--- src/rtl/bcd_cascade_counter_pkg.sv ---
// Shared types and constants for the cascaded BCD counter.
// Holds the run/stop state encoding, the decade limit and the digit width.
package bcd_cascade_counter_pkg;

  typedef enum logic {
    STOPPED = 1'b0,
    RUNNING = 1'b1
  } state_e;

  localparam int              DIGIT_W = 4;
  localparam logic [DIGIT_W-1:0] BCD_MAX = 4'd9;

  // Nibbles 10..15 are not legal BCD, so a preset saturates them to 9.
  function automatic logic [DIGIT_W-1:0] clampDigit(input logic [DIGIT_W-1:0] v);
    return (v > BCD_MAX) ? BCD_MAX : v;
  endfunction

endpackage

--- src/rtl/bcd_cascade_counter_digit.sv ---
// One BCD decade: counts 0..9 up or down when enabled, with clear and preset.
// carry is combinational so a whole cascade ripples within a single cycle.
module bcd_digit
  import bcd_cascade_counter_pkg::*;
(
  input  logic               clk,
  input  logic               rst,
  input  logic               en,
  input  logic               up_dn,
  input  logic               clr,
  input  logic               load,
  input  logic [DIGIT_W-1:0] load_digit,
  output logic [DIGIT_W-1:0] q,
  output logic               carry
);

  logic [DIGIT_W-1:0] digit_q;
  logic [DIGIT_W-1:0] digit_d;

  always_comb begin
    digit_d = digit_q;
    if (clr) begin
      digit_d = '0;
    end else if (load) begin
      digit_d = clampDigit(load_digit);
    end else if (en) begin
      if (up_dn) begin
        digit_d = (digit_q == BCD_MAX) ? '0 : digit_q + 4'd1;
      end else begin
        digit_d = (digit_q == '0) ? BCD_MAX : digit_q - 4'd1;
      end
    end
  end

  always_ff @(posedge clk) begin
    if (rst) begin
      digit_q <= '0;
    end else begin
      digit_q <= digit_d;
    end
  end

  // Carry on 9->0 when counting up, borrow on 0->9 when counting down.
  assign carry = en & (up_dn ? (digit_q == BCD_MAX) : (digit_q == '0));
  assign q     = digit_q;

endmodule

--- src/rtl/bcd_cascade_counter.sv ---
// Cascaded BCD counter stepped once per rising edge of tick_in while RUNNING.
// Provides clear, saturating preset, a full-range wrap pulse and a sticky overflow.
module bcd_cascade_counter
  import bcd_cascade_counter_pkg::*;
#(
  parameter int NUM_DIGITS = 4
) (
  input  logic                          clk,
  input  logic                          rst,
  input  logic                          tick_in,
  input  logic                          start,
  input  logic                          stop,
  input  logic                          up_dn,
  input  logic                          clr,
  input  logic                          load,
  input  logic [DIGIT_W*NUM_DIGITS-1:0] load_val,
  output logic [DIGIT_W*NUM_DIGITS-1:0] digits,
  output logic                          carry_out,
  output logic                          overflow,
  output logic                          running
);

  state_e            state_q;
  state_e            state_d;
  logic              tickPrev_q;
  logic              carryOut_q;
  logic              carryOut_d;
  logic              overflow_q;
  logic              overflow_d;
  logic              step;
  logic              wrap;
  logic [NUM_DIGITS:0] chain;

  always_comb begin
    state_d = state_q;
    case (state_q)
      STOPPED: if (start && !stop) state_d = RUNNING;
      RUNNING: if (stop) state_d = STOPPED;
    endcase
  end

  // The registered state gates step, so start lags one edge and stop still lets its tick through.
  assign step     = tick_in & ~tickPrev_q & (state_q == RUNNING);
  assign chain[0] = step;

  for (genvar g = 0; g < NUM_DIGITS; g++) begin : gDigit
    bcd_digit uDigit (
      .clk        (clk),
      .rst        (rst),
      .en         (chain[g]),
      .up_dn      (up_dn),
      .clr        (clr),
      .load       (load),
      .load_digit (load_val[g*DIGIT_W +: DIGIT_W]),
      .q          (digits[g*DIGIT_W +: DIGIT_W]),
      .carry      (chain[g+1])
    );
  end

  // clr and load override the step inside every digit, so they also mask the wrap.
  assign wrap = chain[NUM_DIGITS] & ~clr & ~load;

  always_comb begin
    carryOut_d = wrap;
    overflow_d = clr ? 1'b0 : (overflow_q | wrap);
  end

  always_ff @(posedge clk) begin
    if (rst) begin
      state_q    <= STOPPED;
      tickPrev_q <= 1'b0;
      carryOut_q <= 1'b0;
      overflow_q <= 1'b0;
    end else begin
      state_q    <= state_d;
      tickPrev_q <= tick_in;
      carryOut_q <= carryOut_d;
      overflow_q <= overflow_d;
    end
  end

  assign carry_out = carryOut_q;
  assign overflow  = overflow_q;
  assign running   = (state_q == RUNNING);

endmodule

--- config.mk ---
export PLATFORM = sky130hd
export DESIGN_NAME = bcd_cascade_counter
export DESIGN_NICKNAME = d
export VERILOG_FILES = /design/src/rtl/bcd_cascade_counter_pkg.sv /design/src/rtl/bcd_cascade_counter_digit.sv /design/src/rtl/bcd_cascade_counter.sv
export SDC_FILE = /design/constraint.sdc
export NUM_CORES = 1
export LEC_CHECK = 0
export CELL_PAD_IN_SITES_DETAIL_PLACEMENT = 1
export CELL_PAD_IN_SITES_GLOBAL_PLACEMENT = 1
export CORE_MARGIN = 1.5
export CORE_UTILIZATION = 31
export DETAILED_ROUTE_END_ITERATION = 8
export PLACE_DENSITY = 0.75
export SLEW_MARGIN = 5
export SYNTH_ARGS = -nofsm -noshare
export SYNTH_HDL_FRONTEND = slang
export SYNTH_SLANG_ARGS = --single-unit
export TNS_END_PERCENT = 1
--- constraint.sdc ---
create_clock -name clk -period 1.4 [get_ports clk]
set_input_delay 0.21 -clock clk [delete_from_list [all_inputs] [get_ports clk]]
set_output_delay 0.21 -clock clk [all_outputs]
set_load 0.01 [all_outputs]
==> flow_summary.ini, run 1 <==
[yosys]
synth.largest_area_cell = dfxtp_1
syn_avg_cell_area_sq_um = 7.36
ys_seq_area_frac = 0.254
yosysTopAreaCellShare = 0.254
ys_top_cells_by_count = 22 x o21ai_0, 20 x dfxtp_1, 17 x nor2_1
yosysMostFrequentCell = o21ai_0
ys_types = 52
synthCells = 214
synth_edf_count = 0
synth-main-ff-cell = dfxtp_1
yosys-top-cells-area = dfxtp_1 25%, o21ai_0 7.0%, a21oi_1 5.1%
ys_seq_elements = 20
synth_nets = 238
synth_area_sq_mm = 0.00158
yosysWarnings = 0
synthArstFlopShare = 0

[timing]
setup_ws_ns = -0.0608
skew_ns = 0.0106
setup_viol = 8
finalHoldViolCount = 0
rsz0062_at_grt = true
post-route-period-util = 1.04
fmax_ghz = 0.685
fin_crit_ns = 1.46
worst-slew-pin-transition_ns = 0.326
slew_violations = 0
slew_headroom = 0.781

[clocking]
clkSlewWorstSetupHoldPaths_ns = 0.09
clk_latency_ns = 0.28
cts_buffers = 3
clk_path_buf_depth = 2
clock-sinks = 20
htreeDepth = 1
cts_tree = built
cts_root_buf = clkbuf_8

[setup_path]
endpoint = gDigit[3].uDigit.q[1]$_SDFFE_PP0P_
crit_path_end_kind = flip-flop
cp.arrival_ns = 1.63
rrSetupSlack_ns = -0.06
cp.required_ns = 1.57
crit_type = reg2reg
cp-start-kind = flip-flop
reg2reg_from = gDigit[0].uDigit.q[3]$_SDFFE_PP0P_
reg2reg_depth = 5
regToRegEndpoint = gDigit[3].uDigit.q[1]$_SDFFE_PP0P_
cp_max_fo = 6
crit_start = gDigit[0].uDigit.q[3]$_SDFFE_PP0P_

[power_and_ir_drop]
switching_share = 0.309
switchingPower_uw = 485
pwr-share-seq = 0.394
p_clk_frac = 0.309
max-vdd-ir-drop_mv = 0.509
p_leak_uw = 0.00102
power_density_mw_per_mm2 = 637
p_int_uw = 1080
combPwrFrac = 0.297

[place]
place_ws_ns = -0.646
portBuffers = 42
gp_routability_congestion = 0.821
dpl.hpwl_microns = 3900
placed_cells = 344

[global_route]
grt_start_max_net_pins = 14
grt_pass1_wl_microns = 8820
grt_pass1_vias = 1811
grtUsageTotal = 0.205
grt_overflow_total = 0
antenna_found_initial = 0

[floorplanning]
rows = 25
core_area_sq_mm = 0.00482
die_w_microns = 74.3
dieArea_sq_mm = 0.00552
start_util = 0.327
ios = 43
die_y_microns = 74.3

[hold_path]
min_path_type = in2reg

[routing]
drtAntennaViolNets = 0
totalWireLength_microns = 5460
via_per_inst = 5.25
wl_per_cell_microns = 15.6
drt_iter0_drc = 49
drc = 0
vias = 1833
dr.pass1.iters = 4

[cells_and_area]
drive_above_1_share = 0.284
syn_to_final_growth_pct = 56.5
diodes = 0
fin_nets = 307
final_cells = 349
fin_util = 0.512

[status]
outcome = finished with violations
violations = negative setup slack

[job]
maxCapViolations = 0
==> per-layer routing <==
metal	GRT usage	wire length [microns]	vias up
met3	0.0352	121	4
met1	0.255	2440	889
met2	0.379	2850	22
met4	0.0242	44	0
li1	-	-	918
met5	0	0	-
==> kinds of logic after synthesis <==
family                 count (synthesis)  share of synthesized area
AO/OA/AOI/OAI                         74                      0.311
AND/OR/NAND/NOR                       82                      0.295
buffers and inverters                 26                     0.0707
XOR/XNOR                              10                     0.0556
flip-flops                            20                      0.254
multiplexers                           2                     0.0127
==> state kept, by name, summed over array words and instances (netlist names) <==
| name | flops |
|---|---|
| carry_out | 1 |
| tickPrev_q | 1 |
| overflow | 1 |
| gDigit.uDigit.q | 16 |
| running | 1 |
==> power by group through the flow <==
stage | registers [uW] | clock network (uW) | logic, uW
2_1_floorplan | 629 | 0 | 227
3_3_place_gp | 629 | 0 | 450
3_5_place_dp | 631 | 0 | 459
4_1_cts | 615 | 491 | 456
5_1_grt | 623 | 506 | 508
6_report | 619 | 484 | 466
==> area by class of cell <==
type	count	area [sq um]
clock buffer	4	55.1
fill	603	2350
inverter	4	15.0
multi-input combinational	168	1120
sequential	20	433
tap	67	83.8
timing repair buffer	86	754
==> worst min-delay path by stage <==
stage	startpoint	slack (ns)	end	depth (start not counted)
2_1_floorplan	rst	0.28	carry_out$_SDFF_PP0_	1
3_3_place_gp	overflow$_SDFF_PP0_	0.46	overflow$_SDFF_PP0_	1
3_5_place_dp	overflow$_SDFF_PP0_	0.48	overflow$_SDFF_PP0_	1
4_1_cts	stop	0.49	running$_SDFF_PP0_	2
5_1_grt	tick_in	0.24	tickPrev_q$_SDFF_PP0_	2
6_report	tick_in	0.22	tickPrev_q$_SDFF_PP0_	2
==> layout by cell type, fill, tap and decap left out, types with 4 or more instances in the layout <==
cell	n
o21ai_0	19
nand2_1	10
dlygate4sd2_1	15
a21oi_1	16
dfxtp_2	5
buf_4	41
inv_1	4
nor2_1	16
nand3_1	6
dfxtp_4	7
and3_1	4
clkdlybuf4s50_1	23
nor3_4	4
a221oi_1	5
o21ai_1	5
a31oi_1	5
clkbuf_8	4
nor2b_1	9
dfxtp_1	8
nor3_1	8
xnor2_1	8
==> timing repair <==
action	4_1_cts	5_1_grt
hold buffers	0	0
endpoints found under the setup margin	33	20
resized for setup	36	21
setup buffers	0	1
cloned	0	0
pin swaps	2	7
==> through the flow <==
stage               hold WS [ns]  power, uW  setup TNS, ns  instance area [sq um]
global placement           0.459       1080          -8.23                   2330
finish                     0.221       1570         -0.226                   2460
global route               0.236       1640          -1.16                   2460
detailed placement         0.480       1090          -9.06                   2330
floorplan                  0.282        856        -0.0596                   1600
CTS                        0.487       1560         -0.960                   2410
==> worst max-delay path, cell delays in order (launching register included) <==
cell and delay, ns:
dfxtp_2 0.36, and3_4 0.19, o211ai_4 0.27, nor2_2 0.12
a21bo_1 0.19, a221oi_1 0.24
No activity file was read; power rests on OpenSTA's default activity.
==> run 2: changes to the inputs <==
--- a/config.mk
+++ b/config.mk
@@ -8,9 +8,10 @@
 export CELL_PAD_IN_SITES_DETAIL_PLACEMENT = 1
 export CELL_PAD_IN_SITES_GLOBAL_PLACEMENT = 1
 export CORE_MARGIN = 1.5
-export CORE_UTILIZATION = 31
+export CORE_UTILIZATION = 32
+export CTS_BUF_LIST = sky130_fd_sc_hd__clkbuf_8
 export DETAILED_ROUTE_END_ITERATION = 8
-export PLACE_DENSITY = 0.75
+export PLACE_DENSITY = 0.77
 export SLEW_MARGIN = 5
 export SYNTH_ARGS = -nofsm -noshare
 export SYNTH_HDL_FRONTEND = slang
==> run 2 against run 1 <==
Compared with the run above: the flow still finishes with violations (negative setup slack); hold slack better by 0.085 ns; utilization up 2.7 points; maximum frequency down 4.5%; sequential share of layout area down 0.46 points; critical path depth up 1; largest cell class unchanged.
==> flow_summary.ini, run 2 (synthesized netlist as in run 1, its figures left out) <==
[status]
outcome = finished with violations
violations = negative setup slack

[clocking]
cts_tree = built
clk_latency_ns = 0.27
cts_buffers = 3
htreeDepth = 1
clk_path_buf_depth = 2
cts_root_buf = clkbuf_8
clkSlewWorstSetupHoldPaths_ns = 0.09
clock-sinks = 20
ctsHoldBuffers = 0

[timing]
fin_crit_ns = 1.53
post-route-period-util = 1.09
slew_headroom = 0.726
rsz0062_at_grt = true
setup_viol = 13
slew_violations = 0
finalHoldViolCount = 0
skew_ns = 0.00540
setup_ws_ns = -0.130
finalHoldWorstSlack_ns = 0.305
worst-slew-pin-transition_ns = 0.409
fmax_ghz = 0.654

[cells_and_area]
largest_register_ffs = 16
diodes = 0
fin_area_sq_mm = 0.00255
mostFrequentLayoutCell = buf_4
drive_above_1_share = 0.301
fin_util = 0.539
fin_nets = 314
final_cells = 356
final_cell_mix = 47 x buf_4, 23 x clkdlybuf4s50_1, 20 x o21ai_0
syn_to_final_growth_pct = 61.6

[floorplanning]
die_w_microns = 73.2
rows = 25
ios = 43
die_y_microns = 73.2
core_area_sq_mm = 0.00472
dieArea_sq_mm = 0.00535
start_util = 0.334

[global_route]
use_met1 = 0.284
grtUsageMet2 = 0.417
grt_start_max_net_pins = 13
antenna_found_initial = 0
top_usage_layer = met2
grt_pass1_wl_microns = 9520
grt_pass1_vias = 1969
grt_overflow_total = 0
grtUsageTotal = 0.230
grt_use_met3 = 0.0221

[power_and_ir_drop]
p_int_uw = 1230
pwr-share-seq = 0.356
p_leak_uw = 0.00108
switchingPower_uw = 500
power_density_mw_per_mm2 = 679
switching_share = 0.289
p_clk_frac = 0.357
combPwrFrac = 0.287
max-vdd-ir-drop_mv = 0.384

[place]
placed_cells = 351
dpl.hpwl_microns = 4350
gp_routability_congestion = 0.761
placed_area_sq_mm = 0.00239
place_ws_ns = -0.582
portBuffers = 42

[routing]
vias = 1913
via_per_inst = 5.37
totalWireLength_microns = 6000
wl_per_cell_microns = 16.8
drtAntennaViolNets = 0
dr.pass1.iters = 4
drt_iter0_drc = 83
drc = 0

[setup_path]
cp_cell_sequence = and3_4, o211ai_4, buf_4, o21ai_0, o21a_1, a211oi_1
cp_slowest_cell = dfxtp_4
cp-start-kind = flip-flop
crit_type = reg2reg
crit_path_end_kind = flip-flop
cp.arrival_ns = 1.72
cp.required_ns = 1.59
cp_max_fo = 6
critPathMaxStageDelay_ns = 0.37
rrSetupSlack_ns = -0.13

[hold_path]
min_path_type = in2reg

[job]
maxCapViolations = 0
run 2: stage by stage:
stage                     setup TNS, ns  power [uW]
final                            -0.905        1730
after global routing              -2.06        1810
after CTS                         -1.02        1730
after detailed placement          -8.97        1120
after global placement            -7.36        1100
after floorplan                 -0.0596         856
run 2: metal layers:
| metal | wire length [microns] | vias up | share of wire |
|---|---|---|---|
| met5 | 0 | - | 0 |
| met2 | 3140 | 29 | 0.52 |
| met3 | 153 | 5 | 0.026 |
| met4 | 70 | 0 | 0.012 |
| met1 | 2640 | 949 | 0.44 |
| li1 | - | 930 | - |
run 2: worst paths after layout:
check,startpoint,endpoint,cells past startpoint
min reg2reg,overflow$_SDFF_PP0_,overflow$_SDFF_PP0_,1
min,tick_in,tickPrev_q$_SDFF_PP0_,2
max reg2reg,gDigit[0].uDigit.q[3]$_SDFFE_PP0P_,gDigit[1].uDigit.q[3]$_SDFFE_PP0P_,6
max,gDigit[0].uDigit.q[3]$_SDFFE_PP0P_,gDigit[1].uDigit.q[3]$_SDFFE_PP0P_,6
run 2: timing repair:
action / in CTS / in global routing
pin swaps: 4 / 2
setup endpoints to repair: 34 / 19
buffers inserted: 0 / 1
gates resized for setup: 43 / 9
run 2: power groups by stage:
stage / registers (uW) / logic [uW] / clock network, uW
floorplan: 629 / 227 / 0
global placement: 631 / 468 / 0
detailed placement: 633 / 487 / 0
CTS: 616 / 489 / 620
global route: 619 / 539 / 651
finish: 616 / 496 / 617
run 2: worst max-delay path, delay by kind of cell, from the launching register on:
| family | cells | cell delay (ns) |
|---|---|---|
| AO/OA/AOI/OAI | 4 | 0.71 |
| buffers and inverters | 1 | 0.18 |
| AND/OR/NAND/NOR | 1 | 0.18 |
| flip-flops | 1 | 0.37 |
run 2: cell type report:
type                       instances  area (sq um)
clock buffer                       3          41.3
inverter                           4          15.0
timing repair buffer              93           826
tap                               67          83.8
sequential                        20           435
multi-input combinational        168          1110
clock inverter                     1          30.0
fill                             595          2180
==> patch (settings of run 1) <==
Set the package constant `DIGIT_W` to 6 (it was 4).
--- a/src/rtl/bcd_cascade_counter_pkg.sv
+++ b/src/rtl/bcd_cascade_counter_pkg.sv
@@ -7,7 +7,7 @@
     RUNNING = 1'b1
   } state_e;
 
-  localparam int              DIGIT_W = 4;
+  localparam int              DIGIT_W = 6;
   localparam logic [DIGIT_W-1:0] BCD_MAX = 4'd9;
 
   // Nibbles 10..15 are not legal BCD, so a preset saturates them to 9.
Ports: changed (resized digits and load_val); port bits go from 43 to 59. No check against the original RTL was run, so the function may have changed too.
==> patch against run 1 <==
- the flow still finishes with violations (negative setup slack)
- power increased by 45%
- synthesized area up 58%
- via count is 73% higher
- setup slack worse by 0.48 ns
- wire length increased by 93%
- non-clock buffer count increased by 74
- die area grew 55%
- clock skew increased by 0.0041 ns
- sequential cell count grew 8
- worst hold slack better by 0.23 ns
- design area rose by 69%
- largest cell class unchanged
- highest routed layer unchanged
==> patch: results (changes against run 1) <==
metric	value	unit	change
drive_gt1_share	35.6	%	+7.2 points
layout_setup_ws	-0.541	ns	-0.480 ns
clk_latency	0.30	ns	+0.02 ns
grt_max_degree	20		+6
diodes	0		unchanged
p_sw	0.692	mW	+43%
root_buffer	clkbuf_8		
first_iter_violations	97		+98%
synth_area_leaders	dfxtp_1 (23%), ha_1 (8.0%), a21oi_1 (5.4%)		
cts_buffers	3		unchanged
place_area	0.00383	sq mm	+65%
p_leak	1.77	nW	+74%
nets	513		+67%
cts.path.max_buffers	2		unchanged
ys_types	70		+35%
gp_congestion	0.863		+5.1%
grt_first_pass_wirelength	16.7	mm	+89%
dp.final_hpwl	7.64	mm	+96%
antenna_found_initial	0		unchanged
setup_violations	26		+18
grt_usage	24.1	%	+3.6 points
synthFlopType	dfxtp_1		
firstDrtPassIters	4		unchanged
vias	3172		+73%
grt_pass1_vias	3448		+90%
fin_skew	0.0147	ns	+0.00405 ns
critPathMaxFanout	5		-1
ir_drop	0.441	mV	-13%
synth_commonest_cells	nor2_1 (30), dfxtp_1 (28), a21oi_1 (27)		
wl_per_cell	18.6	microns	+19%
io_buffer_count	58		+38%
tightest_slew	0.497	ns	+0.172 ns
syn_nets	370		+55%
seq_area_frac_synth	22.5	%	-2.9 points
status	finished with violations		
hold_path.class	in -> reg		
largest_reg_flops	24		+8
clk_pin_slew	0.12	ns	+0.03 ns
violations	negative setup slack		
[patch: cell count changes after synthesis, sizes merged, moves of 8 or more]
cell and change:
ha +16, a21oi +11, inv +11, nand3 +11
nor2 +11, o21ai -9, dfxtp +8, nand2 +8
[patch: cell families after synthesis]
kind of cell	share of synthesized area [%]
AND/OR/NAND/NOR	28.1
buffers and inverters	6.09
AO/OA/AOI/OAI	31.0
adder cells (fa/ha/maj)	8.05
multiplexers	2.11
flip-flops	22.5
XOR/XNOR	2.11
[patch: layout make-up]
class | count | area [sq um]
clock buffer | 3 | 41.3
clock inverter | 1 | 30.0
fill | 939 | 3560
inverter | 15 | 56.3
multi-input combinational | 257 | 1940
sequential | 28 | 596
tap | 102 | 128
timing repair buffer | 160 | 1370
[patch: critical path, stage by stage, from the launching register on]
cell,delay [ns]
dfxtp_4,0.39
nor4b_4,0.38
nand4_4,0.15
a222oi_1,0.42
buf_4,0.23
o21ai_1,0.08
a32o_1,0.23
[patch: power groups by stage]
stage	Clock [mW]	Combinational, mW	Sequential, mW
after floorplan	0	0.293	0.862
after global placement	0	0.657	0.848
after detailed placement	0	0.683	0.849
after CTS	0.708	0.707	0.823
after global routing	0.750	0.808	0.825
final	0.698	0.754	0.822
[patch: what timing repair did]
| item | in CTS | in global routing |
|---|---|---|
| pin swaps | 6 | 11 |
| gates resized for setup | 59 | 29 |
| setup buffers | 5 | 4 |
| setup endpoints to repair | 52 | 30 |
| gates cloned | 1 | 0 |
[patch: per-layer routing]
layer | global-route usage [%] | part of all wire [%]
met5 | 0 | 0
met4 | 7.18 | 1.7
met3 | 2.55 | 3.4
met2 | 46.0 | 53
met1 | 28.0 | 42
[patch: worst paths after layout]
check | startpoint | endpoint | slack [ns] | cells past startpoint
worst min register to register | overflow$_SDFF_PP0_ | overflow$_SDFF_PP0_ | 0.50 | 2
worst min-delay path | stop | running$_SDFF_PP0_ | 0.45 | 2
worst max-delay path | gDigit[0].uDigit.q[2]$_SDFFE_PP0P_ | gDigit[3].uDigit.q[4]$_SDFFE_PP0P_ | -0.54 | 6
worst max register to register | gDigit[0].uDigit.q[2]$_SDFFE_PP0P_ | gDigit[3].uDigit.q[4]$_SDFFE_PP0P_ | -0.54 | 6
[patch: through the flow]
step | setup slack (ns) | power [mW] | TNS [ns] | std cells
6_report | -0.541 | 2.27 | -9.49 | 566
5_1_grt | -0.671 | 2.38 | -11.80 | 566
4_1_cts | -0.536 | 2.24 | -9.49 | 563
3_5_place_dp | -0.787 | 1.53 | -15.11 | 553
3_3_place_gp | -0.737 | 1.51 | -14.19 | 553
2_1_floorplan | -0.667 | 1.16 | -8.36 | 322
